$ cat src/rtl/mmio_pkg.sv
// ----------------------------------------------------------------------------
// mmio_pkg
//   Shared constants for the MEM-stage memory-mapped I/O responder:
//   - IO_BASE_DEFAULT : default base of the 16-byte I/O window
//   - OFS_*           : register select values taken from Address[3:2]
//   - PORT_IN_W       : width of the external PortIn pins
// ----------------------------------------------------------------------------
package mmio_pkg;

    localparam logic [31:0] IO_BASE_DEFAULT = 32'h1001_0100;

    localparam logic [1:0] OFS_PORT_OUT = 2'd0;
    localparam logic [1:0] OFS_PORT_IN  = 2'd1;
    localparam logic [1:0] OFS_IN_EDGE  = 2'd2;
    localparam logic [1:0] OFS_TIMER    = 2'd3;

    localparam int PORT_IN_W = 8;

endpackage

$ cat src/rtl/input_sync_edge.sv
// ----------------------------------------------------------------------------
// input_sync_edge
//   Three-flop synchronizer for asynchronous input pins plus a rising-edge
//   pulse derived from the last two stages.
//   Ports:
//     clk      : system clock, rising edge
//     reset    : synchronous, active-high; clears all stages
//     din      : asynchronous input pins
//     sync_out : second synchronizer stage (metastability-settled value)
//     rise     : one-cycle pulse per bit when sync_out goes 0 -> 1
// ----------------------------------------------------------------------------
module input_sync_edge #(
    parameter int W = 8
) (
    input  logic         clk,
    input  logic         reset,
    input  logic [W-1:0] din,
    output logic [W-1:0] sync_out,
    output logic [W-1:0] rise
);

    logic [W-1:0] s1_q, s1_d;
    logic [W-1:0] s2_q, s2_d;
    logic [W-1:0] s3_q, s3_d;

    always_comb begin
        s1_d = din;
        s2_d = s1_q;
        s3_d = s2_q;
    end

    always_ff @(posedge clk) begin
        if (reset) begin
            s1_q <= '0;
            s2_q <= '0;
            s3_q <= '0;
        end else begin
            s1_q <= s1_d;
            s2_q <= s2_d;
            s3_q <= s3_d;
        end
    end

    // s3 is only a delayed copy of s2, used to detect the 0 -> 1 transition.
    assign sync_out = s2_q;
    assign rise     = s2_q & ~s3_q;

endmodule

$ cat src/rtl/mmio_port_controller.sv
// ----------------------------------------------------------------------------
// mmio_port_controller
//   MEM-stage memory-mapped I/O responder. Loads/stores whose address lies
//   in the 16-byte window at IO_BASE are serviced here; Hit tells the top
//   level to take ReadData instead of data-memory read data.
//
//   Bus behaviour: there is no handshake. MemRead/MemWrite act as
//   always-accepted requests; the block is always ready, never stalls, and
//   a read answers combinationally in the same cycle.
//
//   Register map (Address[3:2]):
//     0x0 PORT_OUT  R/W  drives PortOut
//     0x4 PORT_IN   RO   zero-extended synchronized PortIn
//     0x8 IN_EDGE   W1C  sticky rising-edge flags in [7:0]
//     0xC TIMER     R/W  free-running counter; a write loads it
//
//   Ports:
//     clk, reset         : clock and synchronous active-high reset
//     MemWrite, MemRead  : MEM-stage store / load strobes
//     Address, WriteData : MEM-stage byte address and store data
//     PortIn             : asynchronous external input pins
//     ReadData, Hit      : combinational load data and window-hit flag
//     PortOut            : output port register
//     EdgePending        : OR of all edge flags
// ----------------------------------------------------------------------------
module mmio_port_controller
    import mmio_pkg::*;
#(
    parameter int               NBits   = 32,
    parameter logic [NBits-1:0] IO_BASE = IO_BASE_DEFAULT
) (
    input  logic                 clk,
    input  logic                 reset,
    input  logic                 MemWrite,
    input  logic                 MemRead,
    input  logic [NBits-1:0]     Address,
    input  logic [NBits-1:0]     WriteData,
    input  logic [PORT_IN_W-1:0] PortIn,
    output logic [NBits-1:0]     ReadData,
    output logic                 Hit,
    output logic [NBits-1:0]     PortOut,
    output logic                 EdgePending
);

    logic                 in_window;
    logic [1:0]           reg_sel;
    logic                 wr_en;
    logic [PORT_IN_W-1:0] port_in_sync;
    logic [PORT_IN_W-1:0] port_in_rise;

    logic [NBits-1:0]     port_out_q,   port_out_d;
    logic [NBits-1:0]     timer_q,      timer_d;
    logic [PORT_IN_W-1:0] edge_flags_q, edge_flags_d;
    logic [PORT_IN_W-1:0] edge_clear;

    // Word access only: byte-lane bits are deliberately ignored.
    logic unused_addr_bits;
    assign unused_addr_bits = ^Address[1:0];

    input_sync_edge #(
        .W (PORT_IN_W)
    ) u_sync (
        .clk      (clk),
        .reset    (reset),
        .din      (PortIn),
        .sync_out (port_in_sync),
        .rise     (port_in_rise)
    );

    // Decode
    assign in_window = (Address[NBits-1:4] == IO_BASE[NBits-1:4]);
    assign reg_sel   = Address[3:2];
    assign Hit       = in_window & (MemRead | MemWrite);
    assign wr_en     = in_window & MemWrite;

    // Next-state logic for the architectural registers
    always_comb begin
        port_out_d = port_out_q;
        timer_d    = timer_q + {{(NBits-1){1'b0}}, 1'b1};
        edge_clear = '0;

        if (wr_en) begin
            unique case (reg_sel)
                OFS_PORT_OUT: port_out_d = WriteData;
                OFS_PORT_IN:  ;  // read-only, writes dropped
                OFS_IN_EDGE:  edge_clear = WriteData[PORT_IN_W-1:0];
                OFS_TIMER:    timer_d    = WriteData;
                default:      ;
            endcase
        end

        // Set is applied after clear so a coincident new edge is never lost.
        edge_flags_d = (edge_flags_q & ~edge_clear) | port_in_rise;
    end

    always_ff @(posedge clk) begin
        if (reset) begin
            port_out_q   <= '0;
            timer_q      <= '0;
            edge_flags_q <= '0;
        end else begin
            port_out_q   <= port_out_d;
            timer_q      <= timer_d;
            edge_flags_q <= edge_flags_d;
        end
    end

    // Read mux: reflects current (pre-write) register contents.
    always_comb begin
        ReadData = '0;
        if (in_window && MemRead) begin
            unique case (reg_sel)
                OFS_PORT_OUT: ReadData = port_out_q;
                OFS_PORT_IN:  ReadData = {{(NBits-PORT_IN_W){1'b0}}, port_in_sync};
                OFS_IN_EDGE:  ReadData = {{(NBits-PORT_IN_W){1'b0}}, edge_flags_q};
                OFS_TIMER:    ReadData = timer_q;
                default:      ReadData = '0;
            endcase
        end
    end

    assign PortOut     = port_out_q;
    assign EdgePending = |edge_flags_q;

endmodule

$ cat config.mk
export PLATFORM = sky130hd
export DESIGN_NAME = mmio_port_controller
export DESIGN_NICKNAME = d
export VERILOG_FILES = /design/src/rtl/mmio_pkg.sv /design/src/rtl/input_sync_edge.sv /design/src/rtl/mmio_port_controller.sv
export SDC_FILE = /design/constraint.sdc
export NUM_CORES = 1
export LEC_CHECK = 0
export CORE_UTILIZATION = 33
export DETAILED_ROUTE_END_ITERATION = 16
export SYNTH_ARGS = -nofsm -noshare
export SYNTH_HDL_FRONTEND = slang
export SYNTH_SLANG_ARGS = --single-unit
$ cat constraint.sdc
create_clock -name clk -period 4.3 [get_ports clk]
set_clock_uncertainty 0.1 [all_clocks]
set_input_delay 0.86 -clock clk [delete_from_list [all_inputs] [get_ports clk]]
set_output_delay 0.86 -clock clk [all_outputs]
set_load 0.02 [all_outputs]
Word level (Yosys, flattened, before mapping)
Cells that the tools add are included.
{"block": "totals", "output_inout_bits": 66, "ff_bits": 96}
{"block": "classes", "n_addsub": 1, "eq_ne": 4, "muxes": 6, "bitwise_logic": 8, "n_reduce_logical": 4}
{"op": "32-bit one-hot mux with 4 select lines", "count": 1}
{"op": "32-bit two-way mux", "count": 3}
{"op": "32-bit by 1-bit adder with 32-bit output, second input constant", "count": 1}
{"op": "28-bit by 25-bit equality test with 1-bit output, second input constant", "count": 1}
{"op": "8-bit AND", "count": 2}
{"op": "8-bit two-way mux", "count": 2}
{"op": "8-bit inverter", "count": 2}
{"op": "8-bit OR", "count": 1}
{"op": "8-bit OR reduction", "count": 1}
{"op": "2-bit equality test, second input constant", "count": 2}
{"op": "1-bit AND", "count": 2}
{"op": "2-bit by 1-bit equality test with 1-bit output, second input constant", "count": 1}
{"op": "2-bit zero test", "count": 1}
{"op": "2-bit AND reduction", "count": 1}
{"op": "1-bit logical AND", "count": 1}
{"op": "1-bit OR", "count": 1}

Logic depth before layout (Yosys ltp)
Gate-level depths: netlist of run 1.
{"block": "logic_depth", "depth_word": 6, "depth_mapped": 7}

Modules after synthesis
A second synthesis of run 1 with hierarchy kept.
{"block": "hier_totals", "hier_cells": 526, "hier_area_um2": 4599.4}
{"mod": "mmio_port_controller", "area_each_um2": 3856.2, "instances": 1, "seq_area_each_um2": 1441.4, "cells_each": 468}
{"mod": "input_sync_edge", "area_each_um2": 743.2, "instances": 1, "seq_area_each_um2": 480.5, "cells_each": 58}

Worst setup path after synthesis of run 1
OpenSTA, ideal clock, no wires.
{"block": "synth_path", "kind": "input to output", "start": "input port Address[14]", "end": "output port ReadData[11]", "stages": 6, "t_arrival_ns": 2.469, "slack_ns": 0.871, "required_ns": 3.340, "n_path_buf": 1, "cell_sequence": "nor4b_1 > nand4_1 > nor2_2 > nand2_1 > clkbuf_1 > nor2_1"}
{"block": "synth_via", "elab_chain_cells": 3}
{"element": "from (decl)", "line": "mmio_port_controller.sv:36", "text": "input logic [NBits-1:0] Address,"}
{"element": "28-bit by 25-bit equality test with 1-bit output", "line": "mmio_port_controller.sv:71", "text": "assign in_window = (Address[NBits-1:4] == IO_BASE[NBits-1:4]);"}
{"element": "1-bit logical AND", "line": "mmio_port_controller.sv:111", "text": "if (in_window && MemRead) begin"}
{"element": "32-bit two-way mux", "line": "mmio_port_controller.sv:111"}
{"element": "to (decl)", "line": "mmio_port_controller.sv:39", "text": "output logic [NBits-1:0] ReadData,"}
No other way between the ends.

Worst setup path after layout of run 1
{"block": "layout_path", "start": "input port Address[12]", "end": "output port ReadData[10]"}
Same word-level chain as after synthesis.

==> results of run 1 <==
## state kept, by name (all words and copies together), names as in the netlist
register,cells
u_sync.s3_q,8
u_sync.sync_out,8
edge_flags_q,8
PortOut,32
u_sync.s1_q,8
timer_q,32
## metal layers
metal	share of wire	track usage	routed length (µm)
met3	0.064	0.03831	858
met1	0.46	0.2473	6120
met5	0	0	0
met2	0.46	0.3085	6195
met4	0.017	0.08386	231
## stage by stage
step / utilization / hold slack, ns / cells / worst slack [ns]
floorplan: - / 0.3138 / 525 / 0.8713
global placement: 0.4579 / 0.3176 / 815 / 0.1966
detailed placement: 0.4579 / 0.3247 / 815 / 0.1355
CTS: 0.4792 / 0.3416 / 831 / 0.1107
global route: 0.4792 / 0.3527 / 831 / 0.01583
finish: 0.4792 / 0.3411 / 831 / 0.1480
## layout by cell type, fill, tap and decap left out, types with 7 or more instances in the layout
master and count:
sky130_fd_sc_hd__a211oi_1 26, sky130_fd_sc_hd__a21oi_1 40, sky130_fd_sc_hd__a22oi_1 24, sky130_fd_sc_hd__and3_1 12, sky130_fd_sc_hd__buf_4 13, sky130_fd_sc_hd__clkbuf_16 9
sky130_fd_sc_hd__clkdlybuf4s50_1 138, sky130_fd_sc_hd__dfxtp_1 96, sky130_fd_sc_hd__mux4_2 8, sky130_fd_sc_hd__nand2_1 75, sky130_fd_sc_hd__nand2b_1 8, sky130_fd_sc_hd__nand3_1 16
sky130_fd_sc_hd__nand4_1 9, sky130_fd_sc_hd__nor2_1 63, sky130_fd_sc_hd__nor2b_1 25, sky130_fd_sc_hd__nor3_2 9, sky130_fd_sc_hd__nor4_1 7, sky130_fd_sc_hd__o31ai_1 8
sky130_fd_sc_hd__xnor2_1 22, sky130_fd_sc_hd__xor2_1 8
## report_power, final
part / switching (mW) / internal (mW)
sequential: 0.00988 / 0.904
combinational: 0.0633 / 0.0862
clock: 0.373 / 0.398
## area by class of cell
| type | instances | share of cell area |
|---|---|---|
| Inverter | 4 | 0.002357 |
| Multi-Input combinational cell | 387 | 0.3818 |
| Clock buffer | 9 | 0.03535 |
| Sequential cell | 96 | 0.3016 |
| Tap cell | 176 | 0.03456 |
| Timing Repair Buffer | 152 | 0.2353 |
| Clock inverter | 7 | 0.009034 |
## final timing paths
| path | endpoint | startpoint | slack [ns] | cells after the start |
|---|---|---|---|---|
| worst min-delay path | u_sync.sync_out[6]$_SDFF_PP0_ | u_sync.s1_q[6]$_SDFF_PP0_ | 0.34 | 1 |
| worst min register to register | u_sync.sync_out[6]$_SDFF_PP0_ | u_sync.s1_q[6]$_SDFF_PP0_ | 0.34 | 1 |
| worst max register to register | timer_q[28]$_SDFF_PP0_ | timer_q[0]$_SDFF_PP0_ | 1.97 | 6 |
| worst max-delay path | ReadData[10] | Address[12] | 0.15 | 8 |
## worst max-delay path, cell delays in order
cell and delay (ns):
sky130_fd_sc_hd__clkdlybuf4s50_1 0.41, sky130_fd_sc_hd__nor4_1 0.40, sky130_fd_sc_hd__nand4_1 0.26, sky130_fd_sc_hd__nor2_2 0.19
sky130_fd_sc_hd__nand2_1 0.10, sky130_fd_sc_hd__buf_12 0.19, sky130_fd_sc_hd__nor2_1 0.15, sky130_fd_sc_hd__clkdlybuf4s50_1 0.62
## logic make-up after synthesis
logic type / synth area share
buf+inv: 0.03789
compound gates: 0.1560
simple gates: 0.2783
flops: 0.4249
fa+ha+maj: 0.002766
mux: 0.04205
xor+xnor: 0.05809
==> results.cfg, run 1 <==
[flow_run]
max_cap_viol_count = 0

[clock_network]
cts_repair_resize_count = 0
cts_post_setup_buffers_inserted = 0
clkSinkCount = 96
tritoncts.num_buffers = 9
clkLatencyLatePin_ns = 0.36
clock_tree_from_tritoncts = yes
htree_levels = 3
clockRootBuffer = sky130_fd_sc_hd__clkbuf_16
largest_buffer_count_on_any_clock_path = 2
cts-hold-fix-buffers = 0
clkSlewWorstSetupHoldPaths_ns = 0.07

[timing]
rsz0062_at_grt = false
fin_crit_sh = 0.9656
final_period_minus_worst_setup_slack_ns = 4.152
finalHoldViolations = 0
max_slew_margin = 0.2986
final-setup-viol-count = 0
maxSlewViolCount = 0
max_clock_freq_ghz = 0.2408
fin_setup_tns_ns = 0
max_slew.worst_pin.slew_ns = 1.052

[yosys]
synth-edff-count = 0
synth_commonest_cells = sky130_fd_sc_hd__dfxtp_1, sky130_fd_sc_hd__nand2_1, sky130_fd_sc_hd__nor2_1
post_synth_num_cell_types = 36
gate_count_of_the_mapped_netlist = 525
postSynthRegisterBits = 96
synthesis.area_per_instance_um2 = 8.615
synth_async_sr_flop_share = 0
synthDominantAreaCellType = sky130_fd_sc_hd__dfxtp_1
yosys.cell_count.top_type = sky130_fd_sc_hd__dfxtp_1
synth_flop_cell = sky130_fd_sc_hd__dfxtp_1
postSynthNetCount = 602
register_area_share_after_synthesis = 0.4249
syn-cell-area_um2 = 4523
post-synth-top-area-fraction = 0.4249
synth_area_leaders = sky130_fd_sc_hd__dfxtp_1, sky130_fd_sc_hd__nand2_1, sky130_fd_sc_hd__nor2_1, sky130_fd_sc_hd__a21oi_1, sky130_fd_sc_hd__a211oi_1
synthesis.yosys.warnings = 0

[finish]
regArea_um2 = 1922
multi_input_area_um2 = 2432
finish.instance_area_um2 = 6371
final_net_count = 727
area.growth.synth_to_final_pct = 40.86
antennaDiodeCount = 0
layout-drive-gt1-share = 0.08855
fill_cells = 1311

[grt]
grt_pass1_wl_mm = 21.22
grt-ovfl-total = 0
grt_util_all_layers = 0.1915
grt_max_degree = 97
antenna_found_initial = 0
grt_pass1_vias = 4012

[setup_path]
critical_path_required_ns = 3.34
critical_path.startpoint_type = input port
cp.arrival_ns = 3.19
worst-path-max-fanout = 24
path_class = in2out
end_kind = output port

[detailed_routing]
dr.pass1.iters = 4
totalWireLength_mm = 13.41
via_per_inst = 5.101
wl_per_cell_um = 16.13
drtIter0Drc = 277
drc = 0
dr_total_vias = 4239
route.antenna.remaining_nets = 0

[floorplan]
row_count = 42
die_area_um2 = 14180
placeableCoreArea_um2 = 13300
die_width_um = 119.1
initial_core_utilization = 0.3402
die_height_um = 119.1
ioPinCount = 142

[power]
leakagePower_nw = 2.057
design_power_total_mw = 1.835
power.density_nw_per_um2 = 288.0
vdd_drop_max_mv = 0.2058

[place]
gp_routability_congestion = 0.7877
dpl_cell_area_um2 = 6088
detailedPlacementHpwl_mm = 9.227
port-buffer-count = 139

[status]
outcome = complete, no violations

[worst_hold_path]
holdCritPathClass = reg2reg
Power figures use the tool's default switching activity.
==> run 2, diff against run 1 <==
--- a/config.mk
+++ b/config.mk
@@ -6,6 +6,7 @@
 export NUM_CORES = 1
 export LEC_CHECK = 0
 export CORE_UTILIZATION = 33
+export CTS_CLUSTER_DIAMETER = 60
 export DETAILED_ROUTE_END_ITERATION = 16
 export SYNTH_ARGS = -nofsm -noshare
 export SYNTH_HDL_FRONTEND = slang
==> results of run 2 <==
No change in the layout: final DEF, timing and power equal those of run 1.
